File: config.mk
export PLATFORM = sky130hd
export DESIGN_NAME = ifetch32_stage_flat
export DESIGN_NICKNAME = d
export VERILOG_FILES = /design/src/rtl/minisys_pkg.sv /design/src/rtl/ifetch32_stage_if.sv /design/src/rtl/ifetch32_stage_npc.sv /design/src/rtl/ifetch32_stage.sv /design/src/flat_wrapper.sv
export SDC_FILE = /design/constraint.sdc
export NUM_CORES = 1
export LEC_CHECK = 0
export BUFFER_PORTS_ARGS = -buffer_cell sky130_fd_sc_hd__buf_2
export CAP_MARGIN = 30
export CORE_UTILIZATION = 41
export DETAILED_ROUTE_END_ITERATION = 6
export GPL_ROUTABILITY_DRIVEN = 0
export MAX_ROUTING_LAYER = met4
export PLACE_DENSITY = 0.67
export SLEW_MARGIN = 20
export SYNTH_ARGS = -nofsm -noshare
export SYNTH_HDL_FRONTEND = slang
export SYNTH_SLANG_ARGS = --single-unit
File: constraint.sdc
create_clock -name clock -period 7.1 [get_ports clock]
set_clock_uncertainty 0.15 [all_clocks]
set_input_delay 1.775 -clock clock [delete_from_list [all_inputs] [get_ports clock]]
set_output_delay 1.775 -clock clock [all_outputs]
set_load 0.01 [all_outputs]
File: src/rtl/minisys_pkg.sv
// Shared definitions for the minisys pipeline blocks: fetch FSM encoding,
// default reset vector, major opcodes and the branch displacement helper.
package minisys_pkg;

  typedef enum logic [1:0] {
    IDLE = 2'd0,
    REQ  = 2'd1,
    WAIT = 2'd2,
    HOLD = 2'd3
  } ifetch_state_e;

  localparam logic [31:0] DEFAULT_RESET_PC = 32'h0000_0000;

  localparam logic [5:0] OP_J   = 6'h02;
  localparam logic [5:0] OP_JAL = 6'h03;
  localparam logic [5:0] OP_BEQ = 6'h04;
  localparam logic [5:0] OP_BNE = 6'h05;

  // Word-scaled, sign-extended 16-bit branch displacement.
  function automatic logic [31:0] branch_offset(input logic [15:0] imm);
    return {{14{imm[15]}}, imm, 2'b00};
  endfunction

endpackage

File: src/rtl/ifetch32_stage_if.sv
// Instruction-memory request/response bus between the fetch stage (master)
// and the instruction memory (slave).
interface ifetch32_stage_if #(
  parameter int AW = 14
) ();

  logic          imem_req;
  logic [AW-1:0] imem_addr;
  logic [31:0]   imem_rdata;
  logic          imem_valid;

  modport master (
    output imem_req,
    output imem_addr,
    input  imem_rdata,
    input  imem_valid
  );

  modport slave (
    input  imem_req,
    input  imem_addr,
    output imem_rdata,
    output imem_valid
  );

endinterface

File: src/rtl/ifetch32_stage_npc.sv
// Combinational next-PC resolution for the held instruction; also flags a
// misaligned jr target.
module ifetch_npc
  import minisys_pkg::*;
(
  input  logic [31:0] pc_plus_4_i,
  input  logic [25:0] instr_idx_i,
  input  logic        jrn_i,
  input  logic        jmp_i,
  input  logic        jal_i,
  input  logic        branch_i,
  input  logic        nbranch_i,
  input  logic        zero_i,
  input  logic [31:0] rs_val_i,
  output logic [31:0] npc_o,
  output logic        misalign_o
);

  logic branch_taken;

  assign branch_taken = (branch_i & zero_i) | (nbranch_i & ~zero_i);

  // NOTE: every output gets a default before the priority chain, so no path
  // leaves a signal unassigned and no latch is inferred.
  always_comb begin
    npc_o      = pc_plus_4_i;
    misalign_o = 1'b0;
    if (jrn_i) begin
      npc_o      = {rs_val_i[31:2], 2'b00};
      misalign_o = |rs_val_i[1:0];
    end else if (jmp_i | jal_i) begin
      npc_o = {pc_plus_4_i[31:28], instr_idx_i, 2'b00};
    end else if (branch_taken) begin
      npc_o = pc_plus_4_i + branch_offset(instr_idx_i[15:0]);
    end
  end

endmodule

File: src/rtl/ifetch32_stage.sv
// Multi-cycle instruction fetch stage: IDLE -> REQ -> WAIT -> HOLD loop.
// Optional build macro IFETCH_PERF_CNT_EN adds fetch/redirect counters.
module ifetch32_stage
  import minisys_pkg::*;
#(
  parameter logic [31:0] RESET_PC        = DEFAULT_RESET_PC,
  parameter int          IMEM_ADDR_WIDTH = 14
) (
  input  logic                     clock,
  input  logic                     reset,
  ifetch32_stage_if.master         imem,
  input  logic                     Jrn,
  input  logic                     Jmp,
  input  logic                     Jal,
  input  logic                     Branch,
  input  logic                     nBranch,
  input  logic                     Zero,
  input  logic [31:0]              Read_data_1,
  input  logic                     exec_done,
  output logic [31:0]              Instruction,
  output logic                     insn_valid,
  output logic [31:0]              PC,
  output logic [31:0]              PC_plus_4,
  output logic                     fetch_misalign
`ifdef IFETCH_PERF_CNT_EN
  ,
  output logic [31:0]              fetch_count,
  output logic [31:0]              redirect_count
`endif
);

  ifetch_state_e state_q, state_d;
  logic [31:0]   pc_q, pc_d;
  logic [31:0]   instr_q, instr_d;
  logic          misalign_q, misalign_d;

  logic [31:0]   pc_plus_4;
  logic [31:0]   npc;
  logic          npc_misalign;
  logic          advance;
  logic          capture;

  assign pc_plus_4 = pc_q + 32'd4;
  assign advance   = (state_q == HOLD) & exec_done;
  assign capture   = (state_q == WAIT) & imem.imem_valid;

  ifetch_npc u_npc (
    .pc_plus_4_i (pc_plus_4),
    .instr_idx_i (instr_q[25:0]),
    .jrn_i       (Jrn),
    .jmp_i       (Jmp),
    .jal_i       (Jal),
    .branch_i    (Branch),
    .nbranch_i   (nBranch),
    .zero_i      (Zero),
    .rs_val_i    (Read_data_1),
    .npc_o       (npc),
    .misalign_o  (npc_misalign)
  );

  always_comb begin
    state_d    = state_q;
    pc_d       = pc_q;
    instr_d    = instr_q;
    misalign_d = misalign_q;
    unique case (state_q)
      IDLE: state_d = REQ;
      REQ:  state_d = WAIT;
      WAIT: begin
        if (capture) begin
          instr_d = imem.imem_rdata;
          state_d = HOLD;
        end
      end
      HOLD: begin
        if (advance) begin
          pc_d       = npc;
          misalign_d = misalign_q | npc_misalign;
          state_d    = REQ;
        end
      end
      default: state_d = IDLE;
    endcase
  end

  // NOTE: state registers use non-blocking assignments so every flop samples
  // the pre-edge values regardless of process ordering.
  always_ff @(posedge clock) begin
    if (!reset) begin
      state_q    <= IDLE;
      pc_q       <= RESET_PC;
      instr_q    <= '0;
      misalign_q <= 1'b0;
    end else begin
      state_q    <= state_d;
      pc_q       <= pc_d;
      instr_q    <= instr_d;
      misalign_q <= misalign_d;
    end
  end

`ifdef IFETCH_PERF_CNT_EN
  logic [31:0] fetch_cnt_q, redirect_cnt_q;

  always_ff @(posedge clock) begin
    if (!reset) begin
      fetch_cnt_q    <= '0;
      redirect_cnt_q <= '0;
    end else begin
      if (capture) fetch_cnt_q <= fetch_cnt_q + 32'd1;
      if (advance && (npc != pc_plus_4)) redirect_cnt_q <= redirect_cnt_q + 32'd1;
    end
  end

  assign fetch_count    = fetch_cnt_q;
  assign redirect_count = redirect_cnt_q;
`endif

  // Request strobe and valid flag decode straight from the state, so they
  // are low out of reset and never glitch against the registered state.
  assign imem.imem_req   = (state_q == REQ);
  assign imem.imem_addr  = pc_q[IMEM_ADDR_WIDTH+1:2];
  assign insn_valid      = (state_q == HOLD);
  assign Instruction     = instr_q;
  assign PC              = pc_q;
  assign PC_plus_4       = pc_plus_4;
  assign fetch_misalign  = misalign_q;

endmodule
File: src/flat_wrapper.sv
// flat-port wrapper written by rule: the top's interface ports become plain ports
module ifetch32_stage_flat import minisys_pkg::*;
#(
  parameter logic [31:0] RESET_PC        = DEFAULT_RESET_PC,
  parameter int          IMEM_ADDR_WIDTH = 14
)
  (clock, reset, Jrn, Jmp, Jal, Branch, nBranch, Zero, Read_data_1, exec_done, Instruction, insn_valid, PC, PC_plus_4, fetch_misalign, imem_imem_req, imem_imem_addr, imem_imem_rdata, imem_imem_valid);
  ifetch32_stage_if imem_i ();
  input  logic clock;
  input  logic reset;
  input  logic Jrn;
  input  logic Jmp;
  input  logic Jal;
  input  logic Branch;
  input  logic nBranch;
  input  logic Zero;
  input  logic [31:0] Read_data_1;
  input  logic exec_done;
  output logic [31:0] Instruction;
  output logic insn_valid;
  output logic [31:0] PC;
  output logic [31:0] PC_plus_4;
  output logic fetch_misalign;
  output wire logic [$bits(imem_i.imem_req)-1:0] imem_imem_req;
  output wire logic [$bits(imem_i.imem_addr)-1:0] imem_imem_addr;
  input wire logic [$bits(imem_i.imem_rdata)-1:0] imem_imem_rdata;
  input wire logic [$bits(imem_i.imem_valid)-1:0] imem_imem_valid;
  assign imem_imem_req = imem_i.imem_req;
  assign imem_imem_addr = imem_i.imem_addr;
  assign imem_i.imem_rdata = imem_imem_rdata;
  assign imem_i.imem_valid = imem_imem_valid;
  ifetch32_stage #(.RESET_PC(RESET_PC), .IMEM_ADDR_WIDTH(IMEM_ADDR_WIDTH)) u_core (.clock(clock), .reset(reset), .imem(imem_i), .Jrn(Jrn), .Jmp(Jmp), .Jal(Jal), .Branch(Branch), .nBranch(nBranch), .Zero(Zero), .Read_data_1(Read_data_1), .exec_done(exec_done), .Instruction(Instruction), .insn_valid(insn_valid), .PC(PC), .PC_plus_4(PC_plus_4), .fetch_misalign(fetch_misalign));
endmodule
==> summary.md <==
| Metric | Value |
|---|---|
| Outcome | `finished clean` |
| Global-route wire length before repair | `29800 µm` |
| Final setup viols | `0` |
| Pwr Density | `196 nW/µm²` |
| Post-CTS resize count | `0` |
| Unique masters post-synth | `67` |
| CP endpoint kind | `output pin` |
| Clock Tree Root | `clkbuf_16` |
| Avg Cell Area, Syn | `7.47 µm²` |
| CTS H-tree depth | `3` |
| RSZ-0062 raised after global routing | `false` |
| Final WS setup | `2.78 ns` |
| Critical path's top delay family | `simple AND/OR/NAND/NOR gates` |
| Critical path class | `register to output pin` |
| Cells after synthesis | `756` |
| CTS tree | `yes` |
| Number of global-route vias before repair | `5685` |
| Share of cells above drive strength 1 | `0.249` |
| Clock Pin Slew Worst Setup and Hold Paths | `0.05 ns` |
| Fin crit period | `4.32 ns` |
| Post-synthesis sequential area ratio | `0.230` |
| Inst Count DP | `1062` |
| Critical Path Max Stage Delay | `0.46 ns` |
| Hold_buf cts | `0` |
| Starting density of the core | `0.423` |
| Core area | `13300 µm²` |
| Syn Std Cell Area | `5650 µm²` |
| Worst skew pair latency | `0.33 ns` |
| Most frequent cells in the layout | `buf_2, nand2_1, dfxtp_1, a21oi_1` |
| Vias | `6068` |
| Max Buffers Root-to-Sink | `2` |
| DRC violations left | `0` |
| CTS buffer count | `9` |
| Post CTS Setup Buffer Count | `0` |
| Commonest non-fill, non-tap cell in the layout | `buf_2` |
| Hold crit path type | `register to register` |
| Asr flop ratio synth | `0` |
| Post-DP HPWL | `14100 µm` |
| Largest net degree at the start of global routing | `53` |
| Post-detailed-routing wire length | `18700 µm` |
| Drt first-iter violations | `480` |
| Final period utilization | `0.608` |
| Post-route ant nets | `0` |
| Layout area overhead | `20.7%` |
| Worst Setup Start Kind | `register` |
| DRT Pass-1 Iters | `5` |
| Rows | `42` |
| Syn. warnings | `0` |
| Final cell count without fillers | `1080` |
| Maximum vdd drop | `0.000128 V` |
| Crit path buf inv count | `1` |
| IO Pins | `187` |
| EDFF count, synth | `0` |
| CP max FO | `8` |
| Seq cells post-synth | `65` |
| Worst-margin pin slew | `0.974 ns` |
| Pins Over Slew Limit | `0` |
| Max_cap viols | `0` |
| Nets | `1013` |
| Die X-Extent | `119 µm` |
| Ys flop type | `dfxtp_1` |
| Pwr Total | `0.00134 W` |
| CP Cell Sequence | `and4_1 > nand3_2 > or2_2 > nor3_1 > xnor2_1 > buf_2` |
| Vias per cell | `5.62` |
| Required time of the critical path | `5.18 ns` |
| Fin. Hold Viols | `0` |
| Total negative slack | `0 ns` |
| Max-Slew Margin vs Limit | `0.349` |
| Total track usage | `0.270` |
| Clock Sinks | `65` |
| WP data arrival | `2.39 ns` |
| Die area | `14200 µm²` |
| Final Core Density | `0.510` |
| Fmax | `0.232 GHz` |
| Post-place setup slack | `3.14 ns` |
| WL/cell | `17.4 µm` |
| Standby leakage power | `3.26 nW` |
| Initial antenna violation count | `0` |
| Crit-path slowest cell | `dfxtp_1` |
| PortBufs | `182` |
| Die Y | `119 µm` |
| GR Overflow Total | `0` |
path summary, 6_finish.rpt:
path / cells after the start / end / slack, ns / from
setup / recovery: 6 / PC_plus_4[28] / 2.78 / u_core.PC[8]$_SDFFE_PN0P_
hold / removal: 2 / u_core.Instruction[28]$_SDFFE_PN0P_ / 0.31 / u_core.Instruction[28]$_SDFFE_PN0P_
setup reg to reg: 14 / u_core.PC[30]$_SDFFE_PN0P_ / 3.10 / u_core.PC[4]$_SDFFE_PN0P_
hold reg to reg: 2 / u_core.Instruction[28]$_SDFFE_PN0P_ / 0.31 / u_core.Instruction[28]$_SDFFE_PN0P_
through the flow:
stage / area [µm²] / hold slack [ns]
2_1_floorplan: 5660 / 0.338
3_3_place_gp: 6530 / 0.302
3_5_place_dp: 6530 / 0.308
4_1_cts: 6790 / 0.316
5_1_grt: 6810 / 0.345
6_report: 6810 / 0.313
state kept, by name (all words and copies together) (netlist names):
register               cells
u_core.Instruction        32
u_core.PC                 30
u_core.state_q             2
u_core.fetch_misalign      1
worst reg2reg max path, cell delays in order, from the launching register on:
cell      delay (ns)
dfxtp_1         0.47
and4_2          0.35
and2_1          0.22
and4_1          0.22
xor2_1          0.27
ha_1            0.39
a21o_1          0.22
a21o_1          0.17
a21oi_1         0.25
o221ai_1        0.20
nand2_1         0.18
a21oi_1         0.13
a221o_1         0.33
mux2i_1         0.13
a211oi_1        0.24
area by class of cell:
class / instances / area (µm²)
clock buffers: 11 / 243
diodes: 2 / 5.00
clock inverters: 4 / 20.0
repair buffers: 191 / 986
flip-flops and latches: 65 / 1300
well taps: 176 / 220
fillers: 1407 / 6530
multi-input cells: 616 / 3980
inverters: 15 / 56.3
cell usage after synthesis, drive strengths merged (2+ instances only):
cell type  count  area [µm²]
o211ai        20         155
o21ai         37         189
inv           15        56.3
o22ai          5        31.3
o211a          5        50.1
o21a           3        22.5
a21o          23         173
nor2          43         171
or2            3        18.8
a32oi          2        17.5
nand3b         7        52.6
mux2i          3        30.0
nand2b         6        37.5
nand3         17        90.1
a311oi         7        61.3
dfxtp         65        1300
xor2          16         140
and4           8        73.8
and2           8        50.1
a21boi        34         255
a221o          2        20.0
nor3           8        40.0
a311o          3        30.0
a211oi        11        87.6
nand4         19         134
nor2b          4        25.0
o31ai          3        22.5
o311ai         3        26.3
o221ai         3        26.3
ha            40         500
a31oi         11        68.8
a22oi          2        15.0
a221oi         2        30.0
a21oi         60         300
and3          10        62.6
clkbuf        35         131
buf           28         191
nand2        135         507
xnor2         34         298
o21bai         3        22.5
power breakdown:
part / total [W] / switching [W] / internal (W)
sequential: 0.000463 / 0.0000554 / 0.000407
combinational: 0.000467 / 0.000286 / 0.000181
clock: 0.000406 / 0.000164 / 0.000241
total: 0.00134 / 0.000506 / 0.000830
routing by layer:
| layer | wire length, µm | track usage | share of wire | vias to the layer above |
|---|---|---|---|---|
| met2 | 8410 | 0.423 | 0.45 | 223 |
| li1 | - | - | - | 2998 |
| met4 | 214 | 0.0617 | 0.011 | 0 |
| met5 | 0 | - | 0 | - |
| met3 | 1350 | 0.0484 | 0.072 | 18 |
| met1 | 8770 | 0.362 | 0.47 | 2829 |
kinds of logic (layout without fill, tap and decap cells):
group | Yosys count | count (layout) | synth area share
AND/OR/NAND/NOR | 270 | 270 | 0.226
AO/OA/AOI/OAI | 247 | 247 | 0.299
buffers and inverters | 78 | 221 | 0.0672
flip-flops | 65 | 65 | 0.230
XOR/XNOR | 50 | 50 | 0.0776
adder cells (fa/ha/maj) | 41 | 41 | 0.0922
multiplexers | 4 | 4 | 0.00731
other | 1 | 6 | 0.000664
Note: power is estimated with default switching activity, not from simulation.
